### src/rtl/scale_coord_gen_if.sv
// Coordinate stream from the scaler coordinate generator
// to the line-buffer read / interpolation stage.
interface scale_coord_gen_if #(
  parameter int IW = 11,
  parameter int OW = 11,
  parameter int FW = 6
);
  logic          oValid;
  logic          oReady;
  logic [IW-1:0] srcX;
  logic [IW-1:0] srcY;
  logic [FW-1:0] fracX;
  logic [FW-1:0] fracY;
  logic [OW-1:0] outX;
  logic [OW-1:0] outY;
  logic          lineEnd;
  logic          frameEnd;

  modport master (
    output oValid, srcX, srcY,
    output fracX, fracY, outX, outY,
    output lineEnd, frameEnd,
    input  oReady
  );

  modport slave (
    input  oValid, srcX, srcY,
    input  fracX, fracY, outX, outY,
    input  lineEnd, frameEnd,
    output oReady
  );
endinterface

### src/rtl/scale_coord_gen.sv
// Output-side coordinate generator: walks output pixels in raster
// order and emits clamped source coordinates plus 6-bit weights.
module scale_coord_gen #(
  parameter int INPUT_RES_WIDTH  = 11,
  parameter int OUTPUT_RES_WIDTH = 11,
  parameter int SCALE_BITS       = 8,
  parameter int FRAC_BITS        = 6
) (
  input  logic                        clk,
  input  logic                        rst,
  input  logic                        inEn,
  input  logic                        iVsyn,
  input  logic [SCALE_BITS-1:0]       kX,
  input  logic [SCALE_BITS-1:0]       kY,
  input  logic [INPUT_RES_WIDTH-1:0]  xBgn,
  input  logic [INPUT_RES_WIDTH-1:0]  xEnd,
  input  logic [INPUT_RES_WIDTH-1:0]  yBgn,
  input  logic [INPUT_RES_WIDTH-1:0]  yEnd,
  input  logic [OUTPUT_RES_WIDTH-1:0] outXRes,
  input  logic [OUTPUT_RES_WIDTH-1:0] outYRes,
  scale_coord_gen_if.master           co
);

  localparam int IW = INPUT_RES_WIDTH;
  localparam int OW = OUTPUT_RES_WIDTH;
  localparam int AW = IW + FRAC_BITS + 1;

  typedef enum logic [1:0] {
    IDLE,
    WAIT_FRAME,
    ACTIVE
  } state_e;

  state_e          state_q, state_d;
  logic            vs_q;
  logic            vs_rise;
  logic            valid_q, valid_d;
  logic [AW-1:0]   accX_q, accX_d;
  logic [AW-1:0]   accY_q, accY_d;
  logic [SCALE_BITS-1:0] kXr_q, kXr_d;
  logic [SCALE_BITS-1:0] kYr_q, kYr_d;
  logic [OW-1:0]   outX_q, outX_d;
  logic [OW-1:0]   outY_q, outY_d;

  logic            xfer;
  logic            x_more;
  logic            y_more;
  logic [AW-1:0]   xbase;
  logic [AW-1:0]   ybase;
  logic [AW-1:0]   kx_ext;
  logic [AW-1:0]   ky_ext;

  assign vs_rise = iVsyn & ~vs_q;
  assign xfer    = valid_q & co.oReady;
  assign x_more  = outX_q < outXRes;
  assign y_more  = outY_q < outYRes;
  assign xbase   = {1'b0, xBgn, {FRAC_BITS{1'b0}}};
  assign ybase   = {1'b0, yBgn, {FRAC_BITS{1'b0}}};
  assign kx_ext  = {{(AW-SCALE_BITS){1'b0}}, kXr_q};
  assign ky_ext  = {{(AW-SCALE_BITS){1'b0}}, kYr_q};

  always_comb begin
    state_d = state_q;
    valid_d = valid_q;
    accX_d  = accX_q;
    accY_d  = accY_q;
    kXr_d   = kXr_q;
    kYr_d   = kYr_q;
    outX_d  = outX_q;
    outY_d  = outY_q;
    unique case (state_q)
      IDLE: begin
        if (inEn) state_d = WAIT_FRAME;
      end
      WAIT_FRAME, ACTIVE: begin
        // Resync wins over a transfer in the same cycle.
        if (vs_rise) begin
          state_d = ACTIVE;
          valid_d = 1'b1;
          kXr_d   = kX;
          kYr_d   = kY;
          accX_d  = xbase;
          accY_d  = ybase;
          outX_d  = '0;
          outY_d  = '0;
        end else if (xfer) begin
          if (x_more) begin
            outX_d = outX_q + 1'b1;
            accX_d = accX_q + kx_ext;
          end else begin
            outX_d = '0;
            accX_d = xbase;
            if (y_more) begin
              outY_d = outY_q + 1'b1;
              accY_d = accY_q + ky_ext;
            end else begin
              state_d = WAIT_FRAME;
              valid_d = 1'b0;
            end
          end
        end
      end
      default: state_d = IDLE;
    endcase
    if (!inEn) begin
      state_d = IDLE;
      valid_d = 1'b0;
    end
  end

  always_ff @(posedge clk or negedge rst) begin
    if (!rst) begin
      state_q <= IDLE;
      vs_q    <= 1'b0;
      valid_q <= 1'b0;
      accX_q  <= '0;
      accY_q  <= '0;
      kXr_q   <= '0;
      kYr_q   <= '0;
      outX_q  <= '0;
      outY_q  <= '0;
    end else begin
      state_q <= state_d;
      vs_q    <= iVsyn;
      valid_q <= valid_d;
      accX_q  <= accX_d;
      accY_q  <= accY_d;
      kXr_q   <= kXr_d;
      kYr_q   <= kYr_d;
      outX_q  <= outX_d;
      outY_q  <= outY_d;
    end
  end

  logic [IW-1:0] rawX, rawY;
  logic          clX, clY;

  // Top accumulator bit flags overshoot past the addressable range.
  assign rawX = accX_q[AW-2:FRAC_BITS];
  assign rawY = accY_q[AW-2:FRAC_BITS];
  assign clX  = accX_q[AW-1] | (rawX > xEnd);
  assign clY  = accY_q[AW-1] | (rawY > yEnd);

  assign co.srcX     = clX ? xEnd : rawX;
  assign co.srcY     = clY ? yEnd : rawY;
  assign co.fracX    = clX ? '0 : accX_q[FRAC_BITS-1:0];
  assign co.fracY    = clY ? '0 : accY_q[FRAC_BITS-1:0];
  assign co.oValid   = valid_q;
  assign co.outX     = outX_q;
  assign co.outY     = outY_q;
  assign co.lineEnd  = valid_q & (outX_q == outXRes);
  assign co.frameEnd = co.lineEnd & (outY_q == outYRes);

endmodule
### src/flat_wrapper.sv
// flat-port wrapper written by rule: the top's interface ports become plain ports
module scale_coord_gen_flat 
#(
  parameter int INPUT_RES_WIDTH  = 11,
  parameter int OUTPUT_RES_WIDTH = 11,
  parameter int SCALE_BITS       = 8,
  parameter int FRAC_BITS        = 6
)
  (clk, rst, inEn, iVsyn, kX, kY, xBgn, xEnd, yBgn, yEnd, outXRes, outYRes, co_oValid, co_srcX, co_srcY, co_fracX, co_fracY, co_outX, co_outY, co_lineEnd, co_frameEnd, co_oReady);
  scale_coord_gen_if co_i ();
  input  logic clk;
  input  logic rst;
  input  logic inEn;
  input  logic iVsyn;
  input  logic [SCALE_BITS-1:0] kX;
  input  logic [SCALE_BITS-1:0] kY;
  input  logic [INPUT_RES_WIDTH-1:0] xBgn;
  input  logic [INPUT_RES_WIDTH-1:0] xEnd;
  input  logic [INPUT_RES_WIDTH-1:0] yBgn;
  input  logic [INPUT_RES_WIDTH-1:0] yEnd;
  input  logic [OUTPUT_RES_WIDTH-1:0] outXRes;
  input  logic [OUTPUT_RES_WIDTH-1:0] outYRes;
  output wire logic [$bits(co_i.oValid)-1:0] co_oValid;
  output wire logic [$bits(co_i.srcX)-1:0] co_srcX;
  output wire logic [$bits(co_i.srcY)-1:0] co_srcY;
  output wire logic [$bits(co_i.fracX)-1:0] co_fracX;
  output wire logic [$bits(co_i.fracY)-1:0] co_fracY;
  output wire logic [$bits(co_i.outX)-1:0] co_outX;
  output wire logic [$bits(co_i.outY)-1:0] co_outY;
  output wire logic [$bits(co_i.lineEnd)-1:0] co_lineEnd;
  output wire logic [$bits(co_i.frameEnd)-1:0] co_frameEnd;
  input wire logic [$bits(co_i.oReady)-1:0] co_oReady;
  assign co_oValid = co_i.oValid;
  assign co_srcX = co_i.srcX;
  assign co_srcY = co_i.srcY;
  assign co_fracX = co_i.fracX;
  assign co_fracY = co_i.fracY;
  assign co_outX = co_i.outX;
  assign co_outY = co_i.outY;
  assign co_lineEnd = co_i.lineEnd;
  assign co_frameEnd = co_i.frameEnd;
  assign co_i.oReady = co_oReady;
  scale_coord_gen #(.INPUT_RES_WIDTH(INPUT_RES_WIDTH), .OUTPUT_RES_WIDTH(OUTPUT_RES_WIDTH), .SCALE_BITS(SCALE_BITS), .FRAC_BITS(FRAC_BITS)) u_core (.clk(clk), .rst(rst), .inEn(inEn), .iVsyn(iVsyn), .kX(kX), .kY(kY), .xBgn(xBgn), .xEnd(xEnd), .yBgn(yBgn), .yEnd(yEnd), .outXRes(outXRes), .outYRes(outYRes), .co(co_i));
endmodule
### config.mk
export PLATFORM = sky130hd
export DESIGN_NAME = scale_coord_gen_flat
export DESIGN_NICKNAME = d
export VERILOG_FILES = /design/src/rtl/scale_coord_gen_if.sv /design/src/rtl/scale_coord_gen.sv /design/src/flat_wrapper.sv
export SDC_FILE = /design/constraint.sdc
export NUM_CORES = 1
export LEC_CHECK = 0
export BUFFER_PORTS_ARGS = -buffer_cell sky130_fd_sc_hd__buf_2
export CORE_MARGIN = 1.5
export CORE_UTILIZATION = 45
export DETAILED_ROUTE_END_ITERATION = 8
export GPL_TIMING_DRIVEN = 0
export MAX_ROUTING_LAYER = met4
export PLACE_DENSITY_LB_ADDON = 0.2
export SYNTH_ARGS = -nofsm -noshare
export SYNTH_HDL_FRONTEND = slang
export SYNTH_SLANG_ARGS = --single-unit
### constraint.sdc
create_clock -name clk -period 3.05 [get_ports clk]
set_input_delay 0.4575 -clock clk [delete_from_list [all_inputs] [get_ports clk]]
set_output_delay 0.4575 -clock clk [all_outputs]
set_load 0.1 [all_outputs]
==> metrics.cfg <==
[status]
outcome = complete, but fails checks
violations = negative setup slack

[final_layout]
final_layout_size_suffix_gt1_share_pct = 26.6
finalNetCount = 1017
final_cell_mix = 113 x buf_2, 89 x nand2_1, 76 x dfrtp_1
fin_area_sq_um = 7740
area_delta_synth_final_pct = 29.4
fin_cells = 1041
layout_commonest_cell = buf_2

[logic_synthesis]
ys_ff_latch = 78
ys_warn_count = 0
synth_seq_area_share_pct = 32.7
syn-mean-instance-area_sq_um = 8.58
synth-edff-count = 0
syn-cell-area_sq_um = 5980
ys.flop_type = dfrtp_1
ys_async_sr_fraction_pct = 100
synthCells = 697
ys_types = 64
syn-num-nets = 850

[placement]
pre_cts_slack_ns = -0.272
io_buffers = 145
gp_congestion = 0.889
dpl-instance-area_sq_um = 7010
dp.final_hpwl_mm = 12.7
dp_cells = 1015

[job]
maxCapViolCount = 0

[global_route]
grt_max_degree = 42
grt_antenna_before_repair = 1
grt_remaining_overflow = 0
grt_pass1_vias = 5758
grt_pass1_wl_mm = 27.6
track_usage_pct = 24.8

[worst_hold_path]
worst_hold_path_type = input port to async pin

[die]
ios = 146
core_area_sq_um = 12800
die_w_microns = 118
die_h_microns = 118
die-area_sq_um = 14000
start_util_pct = 46.8
rows = 41

[timing]
fmax_mhz = 317
maxSlewViolCount = 0
slew-limit-headroom_pct = 52.5
setup_viol = 15
fin_ws_ns = -0.101
rsz0062_at_grt = yes
tightestPinTransition_ns = 0.704
hold_violations = 0
skew_ns = 0.00864
min_period_ns = 3.15
fin_crit_sh_pct = 103
holdWs_ns = 0.0951

[clock_network]
cts-buffers-inserted = 9
cts_tree = built
clk_pin_slew_ns = 0.06
clock_sinks = 78
cts_max_level = 3
cts_root_buf = clkbuf_16
clock_latency_ns = 0.34
clock_path_buffers = 2

[route]
vias = 5898
wire_per_inst_microns = 16.4
first_pass_iters = 5
drt_iter0_drc = 356
routed_wl_mm = 17.1
drc = 0
vias_per_cell = 5.67
antenna_left = 0

[power_and_ir_drop]
finalPower_w = 0.00845
p_leak_nw = 3.83
ir_drop_v = 0.00101
power_density_nw_per_um2 = 1090

[worst_setup_path]
critPathKind = flip-flop to primary output
cp_max_fo = 4
arrival_ns = 2.69
cp-start-kind = flip-flop
setup.worst_path.end_class = primary output
worstPathRequired_ns = 2.59

[flip-flops by register name, summed over array words and instances (netlist names)]
register,cells
u_core.state_q,2
u_core.co.outX,11
u_core.co.outY,11
u_core.accX_q,18
u_core.kYr_q,8
u_core.co.oValid,1
u_core.kXr_q,8
u_core.accY_q,18
u_core.vs_q,1
[routing by layer]
layer,vias up,GRT usage (%),share of wire (%)
li1,2868,-,-
met1,2804,32.8,46
met2,202,39.9,47
met3,24,3.72,5.4
met4,0,6.78,1.6
met5,-,-,0
[logic make-up after synthesis]
kind of cell,Yosys count,synth area share [%]
muxes,26,4.84
AOI/OAI and AO/OA,187,21.2
DFF,78,32.7
and+or+nand+nor,236,19.6
buffers and inverters,95,6.24
adders and majority gates,66,14.1
xor gates and xnor gates,9,1.32
[final timing paths]
kind	slack (ns)	startpoint	end	cells past startpoint
min in group clk	0.27	iVsyn	u_core.vs_q	1
setup / recovery	-0.10	u_core.accY_q[14]	co_srcY[3]	9
max in group asynchronous	2.35	rst	u_core.accY_q[12]	2
hold reg to reg	0.49	u_core.kYr_q[3]	u_core.kYr_q[3]	2
hold / removal	0.1	rst	u_core.accX_q[11]	1
setup reg to reg	0.29	u_core.co.outX[4]	u_core.accX_q[16]	9
[report_power, final]
part,internal [W],switching [W],leakage [nW]
Clock,0.000631,0.000430,0.131
Sequential,0.00139,0.000384,1.00
Combinational,0.00193,0.00369,2.69
[critical path, cell delays in order (launching register included)]
cell,delay [ns]
dfrtp_1,0.41
ha_4,0.25
a21o_1,0.17
a21o_1,0.15
a211o_1,0.34
a2111oi_4,0.27
nor3_4,0.11
buf_4,0.18
mux2_2,0.29
buf_6,0.19
[area by class of cell]
| cell class | count | area [sq um] |
|---|---|---|
| sequential | 78 | 1950 |
| tap | 172 | 215 |
| inverter | 67 | 251 |
| antenna | 1 | 2.50 |
| timing repair buffer | 158 | 1130 |
| fill | 1138 | 5040 |
| clock inverter | 5 | 61.3 |
| buffer | 26 | 118 |
| multi-input combinational | 524 | 3770 |
| clock buffer | 10 | 229 |
[Yosys cell counts, types with 4 or more instances]
cell,number,area [sq um]
o31ai_1,17,128
nand2b_1,7,43.8
a21o_1,12,90.1
o21ai_0,43,215
o22ai_1,10,62.6
or3_1,5,31.3
and2_1,6,37.5
nand3_1,32,160
and3_1,11,68.8
o22a_1,4,35.0
or4_1,10,75.1
o41ai_1,5,43.8
ha_1,64,801
xor2_1,6,52.6
nor2b_1,8,50.1
and2b_2,6,52.6
o21a_1,6,45.0
nand4_1,10,62.6
mux2i_1,6,60.1
clkbuf_1,22,82.6
a21oi_1,33,165
a31oi_1,10,62.6
a211oi_1,5,37.5
nand2_1,89,334
nor3_1,13,65.1
o311ai_0,5,43.8
dfrtp_1,78,1950
a2bb2oi_1,8,70.1
inv_1,67,251
buf_2,4,20.0
nor2_1,29,109
mux2_2,19,214
[through the flow]
stage,util (%),TNS [ns]
floorplan,-,-0.655
global route,60.6,-2.66
global placement,54.7,-2.55
detailed placement,54.9,-3.65
CTS,59.9,-1.17
finish,60.6,-0.766
[timing repair]
| item | 4_1_cts | 5_1_grt |
|---|---|---|
| gates resized for setup | 81 | 20 |
| setup endpoints to repair | 34 | 42 |
| pin swaps | 4 | 7 |
| gates cloned | 1 | 1 |
| hold buffers | 0 | 0 |
| buffers inserted | 8 | 3 |
Power figures use the tool's default switching activity.
